==> config.mk <==
export PLATFORM = sky130hd
export DESIGN_NAME = unified_mem_arbiter
export DESIGN_NICKNAME = d
export VERILOG_FILES = /design/src/rtl/rv_bus_pkg.sv /design/src/rtl/arb_starve_guard.sv /design/src/rtl/unified_mem_arbiter.sv
export SDC_FILE = /design/constraint.sdc
export NUM_CORES = 1
export LEC_CHECK = 0
export BUFFER_PORTS_ARGS = -buffer_cell sky130_fd_sc_hd__buf_4
export CORE_AREA = 2 2 109 111
export CTS_CLUSTER_DIAMETER = 50
export DETAILED_ROUTE_END_ITERATION = 16
export DIE_AREA = 0 0 111 113
export RECOVER_POWER = 50
export SLEW_MARGIN = 20
export SYNTH_ARGS = -nofsm -noshare
export SYNTH_HDL_FRONTEND = slang
export SYNTH_SLANG_ARGS = --single-unit
==> constraint.sdc <==
create_clock -name clk -period 2.05 [get_ports clk]
set_input_delay 0.3075 -clock clk [delete_from_list [all_inputs] [get_ports clk]]
set_output_delay 0.3075 -clock clk [all_outputs]
set_load 0.01 [all_outputs]
==> src/rtl/rv_bus_pkg.sv <==
// Shared types for the core-to-memory bus arbiter.
package rv_bus_pkg;

  typedef enum logic [1:0] {
    IDLE,
    WAIT_IF,
    WAIT_DM
  } arb_state_t;

  typedef enum logic {
    OWN_IF,
    OWN_DM
  } owner_t;

  localparam int unsigned WSTRB_W = 4;

endpackage

==> src/rtl/arb_starve_guard.sv <==
// Data-priority decision with a back-to-back DM grant limit so fetch cannot starve.
module arb_starve_guard #(
  parameter int unsigned MAX_DM_STREAK = 4
) (
  input  logic clk,
  input  logic reset,
  input  logic i_if_req,
  input  logic i_dm_req,
  input  logic i_dm_granted,
  input  logic i_if_granted,
  output logic o_pick_dm
);

  localparam int unsigned STREAK_W = $clog2(MAX_DM_STREAK + 1);
  localparam logic [STREAK_W-1:0] MAX_S = STREAK_W'(MAX_DM_STREAK);

  logic [STREAK_W-1:0] r_streak;

  always_ff @(posedge clk) begin
    if (reset) begin
      r_streak <= '0;
    end else if (i_dm_granted) begin
      if (!i_if_req)
        r_streak <= '0;
      else if (r_streak != MAX_S)
        r_streak <= r_streak + STREAK_W'(1);
    end else if (i_if_granted) begin
      r_streak <= '0;
    end
  end

  always_comb begin
    o_pick_dm = i_dm_req & (~i_if_req | (r_streak < MAX_S));
  end

endmodule

==> src/rtl/unified_mem_arbiter.sv <==
// Arbitrates one single-port memory between fetch and data ports, one transaction in flight.
module unified_mem_arbiter
  import rv_bus_pkg::*;
#(
  parameter int unsigned XLEN          = 32,
  parameter int unsigned MAX_DM_STREAK = 4
) (
  input  logic               clk,
  input  logic               reset,
  input  logic               if_req,
  input  logic [XLEN-1:0]    if_addr,
  input  logic               if_flush,
  output logic               if_gnt,
  output logic               if_rvalid,
  output logic [XLEN-1:0]    if_rdata,
  input  logic               dm_req,
  input  logic               dm_we,
  input  logic [XLEN-1:0]    dm_addr,
  input  logic [XLEN-1:0]    dm_wdata,
  input  logic [WSTRB_W-1:0] dm_wstrb,
  output logic               dm_gnt,
  output logic               dm_rvalid,
  output logic [XLEN-1:0]    dm_rdata,
  output logic               mem_req,
  output logic               mem_we,
  output logic [XLEN-1:0]    mem_addr,
  output logic [XLEN-1:0]    mem_wdata,
  output logic [WSTRB_W-1:0] mem_wstrb,
  input  logic               mem_gnt,
  input  logic               mem_rvalid,
  input  logic [XLEN-1:0]    mem_rdata,
  output logic               spurious_rsp
);

  arb_state_t r_state, w_state_next;
  logic       r_lock, r_drop, r_wr;
  owner_t     r_lock_owner, w_owner;
  logic       w_pick_dm, w_req, w_accept, w_resp;

  arb_starve_guard #(.MAX_DM_STREAK(MAX_DM_STREAK)) u_guard (
    .clk          (clk),
    .reset        (reset),
    .i_if_req     (if_req),
    .i_dm_req     (dm_req),
    .i_dm_granted (dm_gnt),
    .i_if_granted (if_gnt),
    .o_pick_dm    (w_pick_dm)
  );

  // A stalled request keeps its owner until memory accepts it.
  always_comb begin
    w_owner  = r_lock ? r_lock_owner : (w_pick_dm ? OWN_DM : OWN_IF);
    w_req    = ~reset & (r_state == IDLE) & ((w_owner == OWN_DM) ? dm_req : if_req);
    w_accept = w_req & mem_gnt;
    w_resp   = ~reset & mem_rvalid;
  end

  always_comb begin
    mem_req   = w_req;
    if_gnt    = w_accept & (w_owner == OWN_IF);
    dm_gnt    = w_accept & (w_owner == OWN_DM);
    mem_we    = 1'b0;
    mem_addr  = '0;
    mem_wdata = '0;
    mem_wstrb = '0;
    if (w_req) begin
      if (w_owner == OWN_DM) begin
        mem_we    = dm_we;
        mem_addr  = dm_addr;
        mem_wdata = dm_wdata;
        mem_wstrb = dm_wstrb;
      end else begin
        mem_addr  = if_addr;
      end
    end
  end

  always_comb begin
    w_state_next = r_state;
    case (r_state)
      IDLE:    if (w_accept) w_state_next = (w_owner == OWN_DM) ? WAIT_DM : WAIT_IF;
      WAIT_IF,
      WAIT_DM: if (mem_rvalid) w_state_next = IDLE;
      default: w_state_next = IDLE;
    endcase
    if_rvalid    = w_resp & (r_state == WAIT_IF) & ~r_drop & ~if_flush;
    dm_rvalid    = w_resp & (r_state == WAIT_DM);
    spurious_rsp = w_resp & (r_state == IDLE);
    if_rdata     = if_rvalid ? mem_rdata : '0;
    dm_rdata     = (dm_rvalid & ~r_wr) ? mem_rdata : '0;
  end

  always_ff @(posedge clk) begin
    if (reset) begin
      r_state      <= IDLE;
      r_lock       <= 1'b0;
      r_lock_owner <= OWN_IF;
      r_drop       <= 1'b0;
      r_wr         <= 1'b0;
    end else begin
      r_state <= w_state_next;
      if (w_accept) begin
        r_lock <= 1'b0;
        r_wr   <= (w_owner == OWN_DM) & dm_we;
      end else if (w_req) begin
        r_lock       <= 1'b1;
        r_lock_owner <= w_owner;
      end
      if (r_state == WAIT_IF)
        r_drop <= mem_rvalid ? 1'b0 : (r_drop | if_flush);
      else
        r_drop <= 1'b0;
    end
  end

endmodule

==> summary.md <==
| Metric | Value |
|---|---|
| Outcome | complete, no violations |
| Critical path type | flip-flop to output port |
| Clk_skew | 0.230 ps |
| CTS Root Cell | clkbuf_16 |
| Final count of hold timing violations | 0 |
| Area Overhead vs Synth | 130% |
| CTS Hold Buffers Added | 0 |
| Fillers | ~1200 |
| Crit-path max FO | 17 |
| Die width | 111 µm |
| DR pass1 iterations | 4 |
| Final period util | 0.968 |
| Later-pin clock latency in the skew report | approximately 230 ps |
| Arr. time, crit path | about 1700 ps |
| Initial core utilization | 0.157 |
| H-tree levels | 1 |
| Total Wirelength | between 8000 and 9000 µm |
| Global routing usage on met1 | 0.147 |
| Design area | roughly 4100 µm² |
| Nets | ~720 |
| Sequential share of the synthesized area | 0.102 |
| Largest stage delay on the critical path | about 380 ps |
| Initial DRC count | 102 |
| Io pins | 279 |
| GRT overflow | 0 |
| Hold WC Path Type | input pin to flip-flop |
| Vias per inst | between 4 and 5 |
| GRT Util Overall | 0.127 |
| Max-cap violations | 0 |
| Largest net degree at the start of global routing | 38 |
| Critical path launch point type | flip-flop |
| FF/Latch Area | between 150 and 200 µm² |
| DR WL/cell | roughly 12 µm |
| Slowest CP cell | mux2_2 |
| Synth Instances | just under 300 |
| Post-Syn Nets | between 400 and 500 |
| Crit path required time | about 1700 ps |
| Worst VDD drop | ~0.00022 V |
| Core footprint | about 11000 µm² |
| Clock Path Buffers | 2 |
| Met2 Use GR | 0.233 |
| Pre-CTS WS | roughly 190 ps |
| Die area | between 10000 and 15000 µm² |
| Crit. End Element | output port |
| Power Density | 306 nW/µm² |
| Row Count | 39 |
| Post-synth cell types | 30 |
| DR vias | between 2000 and 3000 |
| PortBufs | ~280 |
| CP top delay family | multiplexers |
| Max-slew violations | 0 |
| Global-route wire length before repair | ~13000 µm |
| Leak | around 2.1 nW |
| Cts bufs inserted | 3 |
| Via count of the first global-routing pass | 2720 |
| Final Util | 0.361 |
| Register bit total from synthesis | 9 |
| Routed Antenna Nets | 0 |
| Fmax | 0.504 GHz |
| DRC Markers | 0 |
| Clk slew on worst S/H paths | about 40 ps |
| Max_slew headroom | 0.776 |
| Minimum clock period | around 2000 ps |
| Syn_area_per_cell | ~6.0 µm² |
| Final WS setup | roughly 65 ps |
| Worst-Margin Slew | 334 ps |
| GR Layer Usage met3 | 0.0439 |
| Buffers and inverters on the worst path | 2 |
| Initial antenna violation count | 0 |
| Cells along the critical path | mux2_2 > o211ai_4 > buf_12 > a21oi_1 > buf_4 |
| Share of cells above drive strength 1 | 0.476 |
| Area taken by multi-input logic gates | between 1000 and 1500 µm² |
| Antenna diode count | 0 |
| Clock sinks | 9 |
| Final setup fails | 0 |
| Detailed placement HPWL | slightly above 7000 µm |
| Ys Warns | 0 |
| Cell Area, Synth | approximately 1800 µm² |
| Most used routing layer | met2 |
| Routability cong. | roughly 0.76 |
| Die height | ~110 µm |
| CTS tree | built |
| Area after DPL | roughly 4000 µm² |
| Total power | 1.25 mW |
==> state kept, by name, summed over array words and instances, names as in the netlist <==
signal	cells
r_wr	1
r_drop	1
r_lock	1
u_guard.r_streak	3
r_state	2
r_lock_owner	1
==> power breakdown <==
group          internal, mW  leakage (nW)  total, mW  switching [mW]
Combinational         0.400          2.01      0.712           0.311
Clock                 0.260        0.0382      0.344          0.0845
Sequential            0.183        0.0737      0.189         0.00661
Total                 0.843          2.12       1.25           0.402
==> cells in the final DEF (no fill, tap or decap), types with 4 or more instances in the layout <==
| master | n |
|---|---|
| clkbuf_1 | 41 |
| buf_4 | 242 |
| a21oi_1 | 31 |
| ha_1 | 5 |
| a21oi_2 | 5 |
| dfxtp_1 | 7 |
| inv_1 | 9 |
| and2_0 | 13 |
| nand2_1 | 73 |
| and2_1 | 91 |
| clkbuf_16 | 4 |
==> synth_stat cells <==
master	count	share of area
and2_1	104	0.37
nand2_1	73	0.15
a21oi_1	36	0.10
clkbuf_1	12	0.025
inv_1	11	0.023
dfxtp_1	9	0.10
buf_2	8	0.023
ha_1	5	0.035
nor2b_1	4	0.014
mux2i_1	3	0.017
nand2b_1	3	0.011
o21ai_0	3	0.0085
a31o_1	2	0.0099
nand3_1	2	0.0056
nor2_1	2	0.0042
nor4b_1	2	0.0099
o21ai_2	2	0.0099
o32ai_1	2	0.0099
a2111oi_4	1	0.016
a2bb2oi_1	1	0.0049
and3_1	1	0.0035
mux2_2	1	0.0064
nor2_4	1	0.0064
nor3_1	1	0.0028
o2111ai_1	1	0.0049
o211ai_1	1	0.0042
o211ai_2	1	0.0071
o21a_1	1	0.0042
or2_2	1	0.0035
or3b_2	1	0.0049
==> layer usage <==
metal,vias up,part of all wire
met4,0,0.0084
met5,-,0
met2,135,0.54
li1,1485,-
met3,8,0.080
met1,1281,0.37
==> cells by family (layout without fill, tap and decap cells) <==
group                      count (synthesis)  count (layout)  synth area share
buffers and inverters                     31             305            0.0713
muxes                                      4               4            0.0233
AOI/OAI and AO/OA                         51              51             0.181
DFF                                        9               9             0.102
adders and majority gates                  5               5            0.0353
and+or+nand+nor                          195             195             0.588
==> layout make-up <==
cell class / count / share of cell area
multi-input combinational: 255 / 0.368
tap: 143 / 0.0440
inverter: 11 / 0.0101
sequential: 9 / 0.0449
clock buffer: 4 / 0.0194
timing repair buffer: 290 / 0.514
==> per-stage QoR <==
| stage | TNS (ps) | hold slack [ps] | instances |
|---|---|---|---|
| final | 0 | 265 | 712 |
| after global placement | 0 | 446 | 706 |
| after global routing | -19.8 | 270 | 712 |
| after detailed placement | 0 | 454 | 706 |
| after floorplan | 0 | 384 | 295 |
| after CTS | 0 | 264 | 710 |
==> path summary, 6_finish.rpt <==
path                                       endpoint         start  slack (ps)  cells after the start
worst max-delay path                    mem_addr[6]  r_lock_owner          70                      5
worst min register to register                 r_wr          r_wr         460                      2
worst min-delay path                         r_drop    mem_rvalid         270                      2
worst max register to register  u_guard.r_streak[2]    r_state[0]         250                      8
==> timing repair <==
item | in CTS | in global routing
gates resized for setup | 5 | 10
endpoints found under the setup margin | 45 | 62
gates cloned | 0 | 2
pin swaps | 1 | 1
setup buffers | 0 | 0
endpoints found under the hold margin | 0 | 0
Power figures use the tool's default switching activity.
